--- config.mk ---
export PLATFORM = sky130hd
export DESIGN_NAME = long_latency_scoreboard
export DESIGN_NICKNAME = d
export VERILOG_FILES = /design/src/rtl/long_latency_scoreboard.sv
export SDC_FILE = /design/constraint.sdc
export NUM_CORES = 1
export LEC_CHECK = 0
export ABC_AREA = 0
export CORE_MARGIN = 2
export CORE_UTILIZATION = 49
export DETAILED_ROUTE_END_ITERATION = 10
export HOLD_SLACK_MARGIN = 0.03
export PLACE_DENSITY = 0.87
export SLEW_MARGIN = 20
export SYNTH_ARGS = -nofsm -noshare
export SYNTH_HDL_FRONTEND = slang
export SYNTH_SLANG_ARGS = --single-unit
--- constraint.sdc ---
create_clock -name clk -period 4.9 [get_ports clk]
set_clock_uncertainty 0.05 [all_clocks]
set_input_delay 0.735 -clock clk [delete_from_list [all_inputs] [get_ports clk]]
set_output_delay 0.735 -clock clk [all_outputs]
set_load 0.1 [all_outputs]
--- src/rtl/long_latency_scoreboard.sv ---
// Pending-register scoreboard for long-latency producers; holds issue on RAW/WAW/full hazards.
// issue_ready is combinational with same-cycle completion bypass; state updates next cycle.
module long_latency_scoreboard #(
  parameter int NUM_REGS        = 32,
  parameter int MAX_OUTSTANDING = 4,
  parameter int STALL_CNT_WIDTH = 32,
  localparam int OW             = $clog2(MAX_OUTSTANDING + 1)
) (
  input  logic                       clk,
  input  logic                       rst_n,
  input  logic                       issue_valid,
  input  logic [4:0]                 issue_rs1_addr,
  input  logic [4:0]                 issue_rs2_addr,
  input  logic [4:0]                 issue_rd_addr,
  input  logic                       issue_reg_write,
  input  logic                       issue_long,
  output logic                       issue_ready,
  input  logic                       cmpl_valid,
  input  logic [4:0]                 cmpl_rd_addr,
  input  logic                       flush,
  output logic [NUM_REGS-1:0]        pending,
  output logic [OW-1:0]              outstanding,
  output logic [STALL_CNT_WIDTH-1:0] stall_count,
  output logic                       err_spurious
);

  logic [NUM_REGS-1:0]        pend_q;
  logic [NUM_REGS-1:0]        clr_mask;
  logic [NUM_REGS-1:0]        set_mask;
  logic [NUM_REGS-1:0]        eff;
  logic [OW-1:0]              outs_q;
  logic [OW:0]                outs_after_cmpl;
  logic [STALL_CNT_WIDTH-1:0] stall_q;
  logic                       err_q;
  logic                       cmpl_hit;
  logic                       raw;
  logic                       waw;
  logic                       full;
  logic                       fire;
  logic                       fire_long;

  // A completion to x0 retires a long op that never marked a register.
  assign cmpl_hit = cmpl_valid &&
                    ((cmpl_rd_addr == 5'd0) ? (outs_q != '0) : pend_q[cmpl_rd_addr]);

  always_comb begin
    clr_mask = '0;
    if (cmpl_hit && cmpl_rd_addr != 5'd0) clr_mask[cmpl_rd_addr] = 1'b1;
  end

  assign eff = pend_q & ~clr_mask;

  assign raw             = eff[issue_rs1_addr] | eff[issue_rs2_addr];
  assign waw             = issue_reg_write & eff[issue_rd_addr];
  assign outs_after_cmpl = {1'b0, outs_q} - {{OW{1'b0}}, cmpl_hit};
  assign full            = issue_long && (outs_after_cmpl == (OW+1)'(MAX_OUTSTANDING));

  assign issue_ready = !raw && !waw && !full && !flush;
  assign fire        = issue_valid && issue_ready;
  assign fire_long   = fire && issue_long;

  always_comb begin
    set_mask = '0;
    if (fire_long && issue_reg_write && issue_rd_addr != 5'd0) set_mask[issue_rd_addr] = 1'b1;
  end

  always_ff @(posedge clk or negedge rst_n) begin
    if (!rst_n) begin
      pend_q <= '0;
      outs_q <= '0;
    end else if (flush) begin
      pend_q <= '0;
      outs_q <= '0;
    end else begin
      // OR-ing the set after the clear lets a same-rd reissue keep its bit.
      pend_q <= (pend_q & ~clr_mask) | set_mask;
      outs_q <= outs_q + OW'(fire_long) - OW'(cmpl_hit);
    end
  end

  always_ff @(posedge clk or negedge rst_n) begin
    if (!rst_n) begin
      stall_q <= '0;
      err_q   <= 1'b0;
    end else begin
      if (issue_valid && !issue_ready && stall_q != '1) stall_q <= stall_q + STALL_CNT_WIDTH'(1);
      // Completions landing in the flush cycle are dropped silently.
      if (cmpl_valid && !cmpl_hit && !flush) err_q <= 1'b1;
    end
  end

  assign pending      = pend_q;
  assign outstanding  = outs_q;
  assign stall_count  = stall_q;
  assign err_spurious = err_q;

endmodule

* Word-level counts from Yosys, hierarchy flattened
Cells that the tools add are included.
** Storage, ports and cells
- Bits in registers :: 68
- Output and inout port bits :: 69
- Logic and storage cells :: 64
- Input port bits :: 27
** Cells by class
- Add/subtract/negate cells :: 4
- Order comparisons :: 6
- Eq/ne operators :: 2
- Muxes and demuxes :: 17
- Bitwise operators :: 5
- Reduce and logical (&&, ||, !) cells :: 26
** Operators by type and width (number)
- two-way mux 32 bit :: 3
- adder 32 x 1 -> 32 bit, second input constant :: 1
- AND 32 bit :: 1
- inequality test 32 bit, second input constant :: 1
- inverter 32 bit :: 1
- OR 32 bit :: 1
- less-than comparator 5 x 6 -> 1 bit, second input constant :: 4
- binary-select mux 1 bit (select 5 bit) :: 4
- logical AND 1 bit :: 16
- demux 1 bit (select 5 bit) :: 2
- >= comparator 5 x 1 -> 1 bit, second input constant :: 2
- nonzero test 5 bit :: 2
- two-way mux 1 bit :: 7
- logical NOT 1 bit :: 6
- logical NOT 5 bit :: 1
- == test 4 x 3 -> 1 bit, second input constant :: 1
- subtractor 3 x 1 -> 4 bit :: 1
- adder 3 x 1 -> 3 bit :: 1
- two-way mux 3 bit :: 1
- nonzero test 3 bit :: 1
- subtractor 3 x 1 -> 3 bit :: 1
- AND 1 bit :: 1
- OR 1 bit :: 1

* Logic depth before layout (Yosys ltp)
- Depth in word-level cells :: 22
- Mapped depth :: 28
- Gate-level depth less buffers :: 23

* Worst setup path before layout
Ideal clock, no wire load.
- Kind :: input to register
- Start :: in cmpl_rd_addr[0]
- End :: reg outs_q[2], in the netlist outstanding[2]
- Data required time :: 4718 ps
- Setup slack :: -695 ps
- Buffers on the path :: 4
- Setup time :: 132 ps
- Data arrival time :: 5414 ps
- Stages on the path :: 26
- Cells stage by stage :: buf_6 -> mux4_2 -> a22oi_1 -> o31a_2 -> nor3b_4 -> buf_6 -> a31oi_1 -> and2_1 -> ha_1 -> a22oi_1 -> nor3_1 -> a311oi_1 -> o21ai_0 -> a41oi_1 -> nand4_1 -> nor3_4 -> buf_6 -> buf_6 -> nand3_1 -> ha_1 -> inv_1 -> ha_1 -> inv_1 -> fa_1 -> xnor2_1 -> nor2_1
** On the way
- Word-level cells in the longest chain between the ends :: 20
- Elaborated cells on any way between the ends :: 37
- Those cells by class :: add/sub: 3; order compare: 2; eq/ne: 1; mux: 13; bitwise: 4; reduce/logical: 14
** Ends and longest elaborated chain
- start: declaration :: RTL line 19 : input logic [4:0] cmpl_rd_addr,
- parallel branches: the longest is 13 deep, another holds less-than comparator 5 x 6 -> 1 bit
- logical AND 1 bit * (2 in series) :: RTL line 58 : assign issue_ready = !raw && !waw && !full && !flush;
- net issue_ready :: RTL line 17 : output logic issue_ready,
- logical AND 1 bit * :: RTL line 59 : assign fire = issue_valid && issue_ready;
- logical AND 1 bit * :: RTL line 60 : assign fire_long = fire && issue_long;
- adder 3 x 1 -> 3 bit * :: RTL line 77 : outs_q <= outs_q + OW'(fire_long) - OW'(cmpl_hit);
- subtractor 3 x 1 -> 3 bit * :: RTL line 77
- two-way mux 3 bit * :: RTL line 71 : end else if (flush) begin
- end signal: assignment :: RTL line 77
- end: declaration :: RTL line 31 : logic [OW-1:0] outs_q;
Mark *: on every way through the listed nets, which the timed path passes. The select of a mux whose other input is x is not followed.
A chain may end at the register's enable or synchronous reset.

* Final worst setup path
- Start :: in cmpl_rd_addr[2]
- End :: out issue_ready
** On the way
- Word-level cells in the longest chain between the ends :: 15
- Elaborated cells on any way between the ends :: 32
- Those cells by class :: add/sub: 1; order compare: 2; eq/ne: 1; mux: 12; bitwise: 4; reduce/logical: 12
** Ends and longest elaborated chain (RTL line)
- parallel branches: the longest is 13 deep, another holds less-than comparator 5 x 6 -> 1 bit
- logical AND 1 bit * (2 in series) :: 58
- end: declaration :: 17
Mark *: on every way between the ends. The select of a mux whose other input is x is not followed.

==> results.sh <==
export IMPL_status="complete, no violations"
export IMPL_dpl_hpwl_microns=17000
export IMPL_placedCellCount=911
export IMPL_floorplan_rows=38
export IMPL_wl_per_cell_microns=24.3
export IMPL_path_clk_slew_ns=0.07
export IMPL_initial_antenna_violation_count=0
export IMPL_dieHeight_microns=108
export IMPL_setup_tns_final_ns=0
export IMPL_hold_slack_ns=0.427
export IMPL_cellInternalPower_mw=1.10
export IMPL_netlist_instances=622
export IMPL_avgViaCountPerCell=6.52
export IMPL_crit_arrival_ns=3.97
export IMPL_ir_worst_vdd_v=0.000479
export IMPL_globalplace_congestion=1.08
export IMPL_netlist_top_cell_by_area="dfrtp_1"
export IMPL_netlist_top_cells_area="dfrtp_1 32%, xor2_1 4.6%, nand2_1 3.7%"
export IMPL_placeableCoreArea_sq_mm=0.0107
export IMPL_synth_most_common_cell="dfrtp_1"
export IMPL_asyncSetResetFlopFracSynth=1.00
export IMPL_preCtsSetupSlack_ns=-0.497
export IMPL_number_of_warnings_printed_during_yosys_synthesis=0
export IMPL_switchingPower_mw=0.753
export IMPL_globalRoute_totalOverflow=0
export IMPL_final_design_area_no_fill_sq_mm=0.00744
export IMPL_critical_path_cell_chain="clkdlybuf4s50_1 -> buf_6 -> nand3b_1 -> o22ai_2 -> o22a_2 -> buf_4 -> nor2_1 -> o31ai_1 -> a32oi_1 -> nand4_1 -> nor3_2 -> buf_4 -> nor3_4 -> buf_6 -> buf_12"
export IMPL_portion_of_total_power_attributed_to_sequential_cells=0.343
export IMPL_reg2reg_to="outstanding[1]"
export IMPL_max_slew_worst_pin_slew_ns=0.998
export IMPL_setup_worst_path_start="cmpl_rd_addr[2]"
export IMPL_clock_power_share=0.288
export IMPL_grt_pass1_wl_microns=34600
export IMPL_n_antenna_cell=0
export IMPL_synthesis_area_per_instance_sq_um=8.54
export IMPL_cts_tree="built"
export IMPL_cts_hold_buffers=0
export IMPL_fin_crit_ns=4.76
export IMPL_via_count=6173
export IMPL_critical_path_max_stage_delay_ns=0.64
export IMPL_start_util=0.496
export IMPL_r2r_start="pending[12]"
export IMPL_die_width_microns=108
export IMPL_ctsRootBufferMaster="clkbuf_8"
export IMPL_crit_slowest_cell="nor2_1"
export IMPL_buffer_ports_inserted=95
export IMPL_final_wl_microns=23000
export IMPL_first_global_vias=5993
export IMPL_grt_start_max_net_pins=59
export IMPL_ys_types=72
export IMPL_area_growth_pct=40.2
export IMPL_static_leakage_nw=3.09
export IMPL_timing_reg2reg_worst_path_depth=22
export IMPL_post_synth_most_frequent_cells="68 x dfrtp_1, 52 x nand2_1, 40 x nor2_1, 38 x nand3_1, 31 x clkbuf_1"
export IMPL_timing_max_cap_violations=0
export IMPL_layout_worst_path_cycle_share=0.971
export IMPL_worst_setup_path_start_kind="input pin"
export IMPL_min_delay_path_class="in2async"
export IMPL_clkLatencyLatePin_ns=0.36
export IMPL_synth_top_area_share=0.321
export IMPL_power_mw=1.85
export IMPL_dr_pass1_iters=7
export IMPL_finalMaxSlewViolations=0
export IMPL_synth_seq_cells=68
export IMPL_drive_above_1_share=0.243
export IMPL_cts_sink_count=68
export IMPL_count_of_flip_flops_with_a_built_in_enable_after_synthesis=0
export IMPL_power_density_mw_per_mm2=248
export IMPL_setup_violations=0
export IMPL_cts_htree_levels=3
export IMPL_drcViolationCount=0
export IMPL_design_die_area_sq_mm=0.0117
export IMPL_seq_area_frac_synth=0.321
export IMPL_reg2reg_setup_slack_ns=0.39
export IMPL_ys_flop_type="dfrtp_1"
export IMPL_worstSetupPathType="in2out"
export IMPL_sw_frac_of_total=0.407
export IMPL_finish_utilization=0.696
export IMPL_worst_path_max_fanout=9
export IMPL_nets=836
export IMPL_achievable_frequency_ghz=0.210
export IMPL_place_area_sq_mm=0.00699
export IMPL_stdcell_count=947
export IMPL_finalHoldViolCount=0
export IMPL_syn_cell_area_sq_mm=0.00531
export IMPL_io_pins=96
export IMPL_layout_setup_ws_ns=0.141
export IMPL_crit_required_ns=4.12
export IMPL_max_slew_margin=0.332
export IMPL_initialDrtViolationCount=762
export IMPL_grtUsageTotal=0.397
export IMPL_combPwrFrac=0.369
export IMPL_ant_nets=0
export IMPL_number_of_nets_in_the_synthesized_netlist=656
export IMPL_endpoint_kind="primary output"
export IMPL_cts_made_buffers=9
export IMPL_max_clock_path_buffers=2
export IMPL_critPathCapture="issue_ready"
[worst min path at each step]
stage          slack (ns)              end  cells after the start
6_report             0.43   stall_count[9]                      1
5_1_grt              0.45  stall_count[26]                      1
3_3_place_gp         0.40     err_spurious                      2
3_5_place_dp         0.41     err_spurious                      2
2_1_floorplan        0.39     err_spurious                      0
4_1_cts              0.44     err_spurious                      2
[layout make-up]
| class | count | area [sq um] |
|---|---|---|
| clock buffers | 10 | 138 |
| clock inverters | 6 | 87.6 |
| fillers | 857 | 3250 |
| inverters | 21 | 78.8 |
| multi-input cells | 485 | 3370 |
| flip-flops and latches | 68 | 1710 |
| well taps | 140 | 175 |
| repair buffers | 217 | 1890 |
[flip-flops by register name, indices dropped and copies added (netlist names)]
signal        count
outstanding       3
pending          32
err_spurious      1
stall_count      32
[layout by cell type, fill, tap and decap left out, types with 13 or more instances in the layout]
cell type and count:
a21oi_1 29, mux2i_1 13, nand2_1 52, nor3_1 26
buf_4 116, nor2_1 39, inv_1 21, nand4_1 21
nand3_1 37, xor2_1 28, dfrtp_1 64, o31ai_1 19
clkdlybuf4s50_1 89, o22ai_1 13, o21ai_0 25
[metal layers]
metal | GRT usage | vias up | wire, microns | part of all wire
met1 | 0.508 | 2923 | 8620 | 0.38
met4 | 0.257 | 0 | 1640 | 0.071
met3 | 0.0741 | 110 | 2480 | 0.11
li1 | - | 2688 | - | -
met2 | 0.615 | 452 | 10200 | 0.45
met5 | 0 | - | 0 | 0
[power groups by stage]
stage	sequential (mW)	clock, mW	combinational, mW
5_1_grt	0.639	0.562	0.714
2_1_floorplan	0.858	0	0.235
4_1_cts	0.633	0.533	0.666
3_5_place_dp	0.642	0	0.651
6_report	0.634	0.532	0.683
3_3_place_gp	0.642	0	0.639
[kinds of logic (layout without fill, tap and decap cells)]
kind of cell,Yosys count,after routing,share of synthesized area
AO/OA/AOI/OAI,157,157,0.199
XOR/XNOR,34,34,0.0561
adder cells (fa/ha/maj),7,7,0.0179
buffers and inverters,69,254,0.0610
flip-flops,68,68,0.321
multiplexers,26,26,0.0646
AND/OR/NAND/NOR,261,261,0.281
[critical path: cells and delay by family]
kind / cells / cell delay (ns)
compound gates: 4 / 0.84
simple gates: 5 / 1.12
buf+inv: 6 / 1.25
[repair_timing]
item | 4_1_cts | 5_1_grt
resized for setup | 20 | 9
setup buffers | 14 | 6
pin swaps | 8 | 7
hold endpoints to repair | 0 | 0
setup endpoints to repair | 3 | 3
cloned | 1 | 0
(Power assumes the default switching activity.)
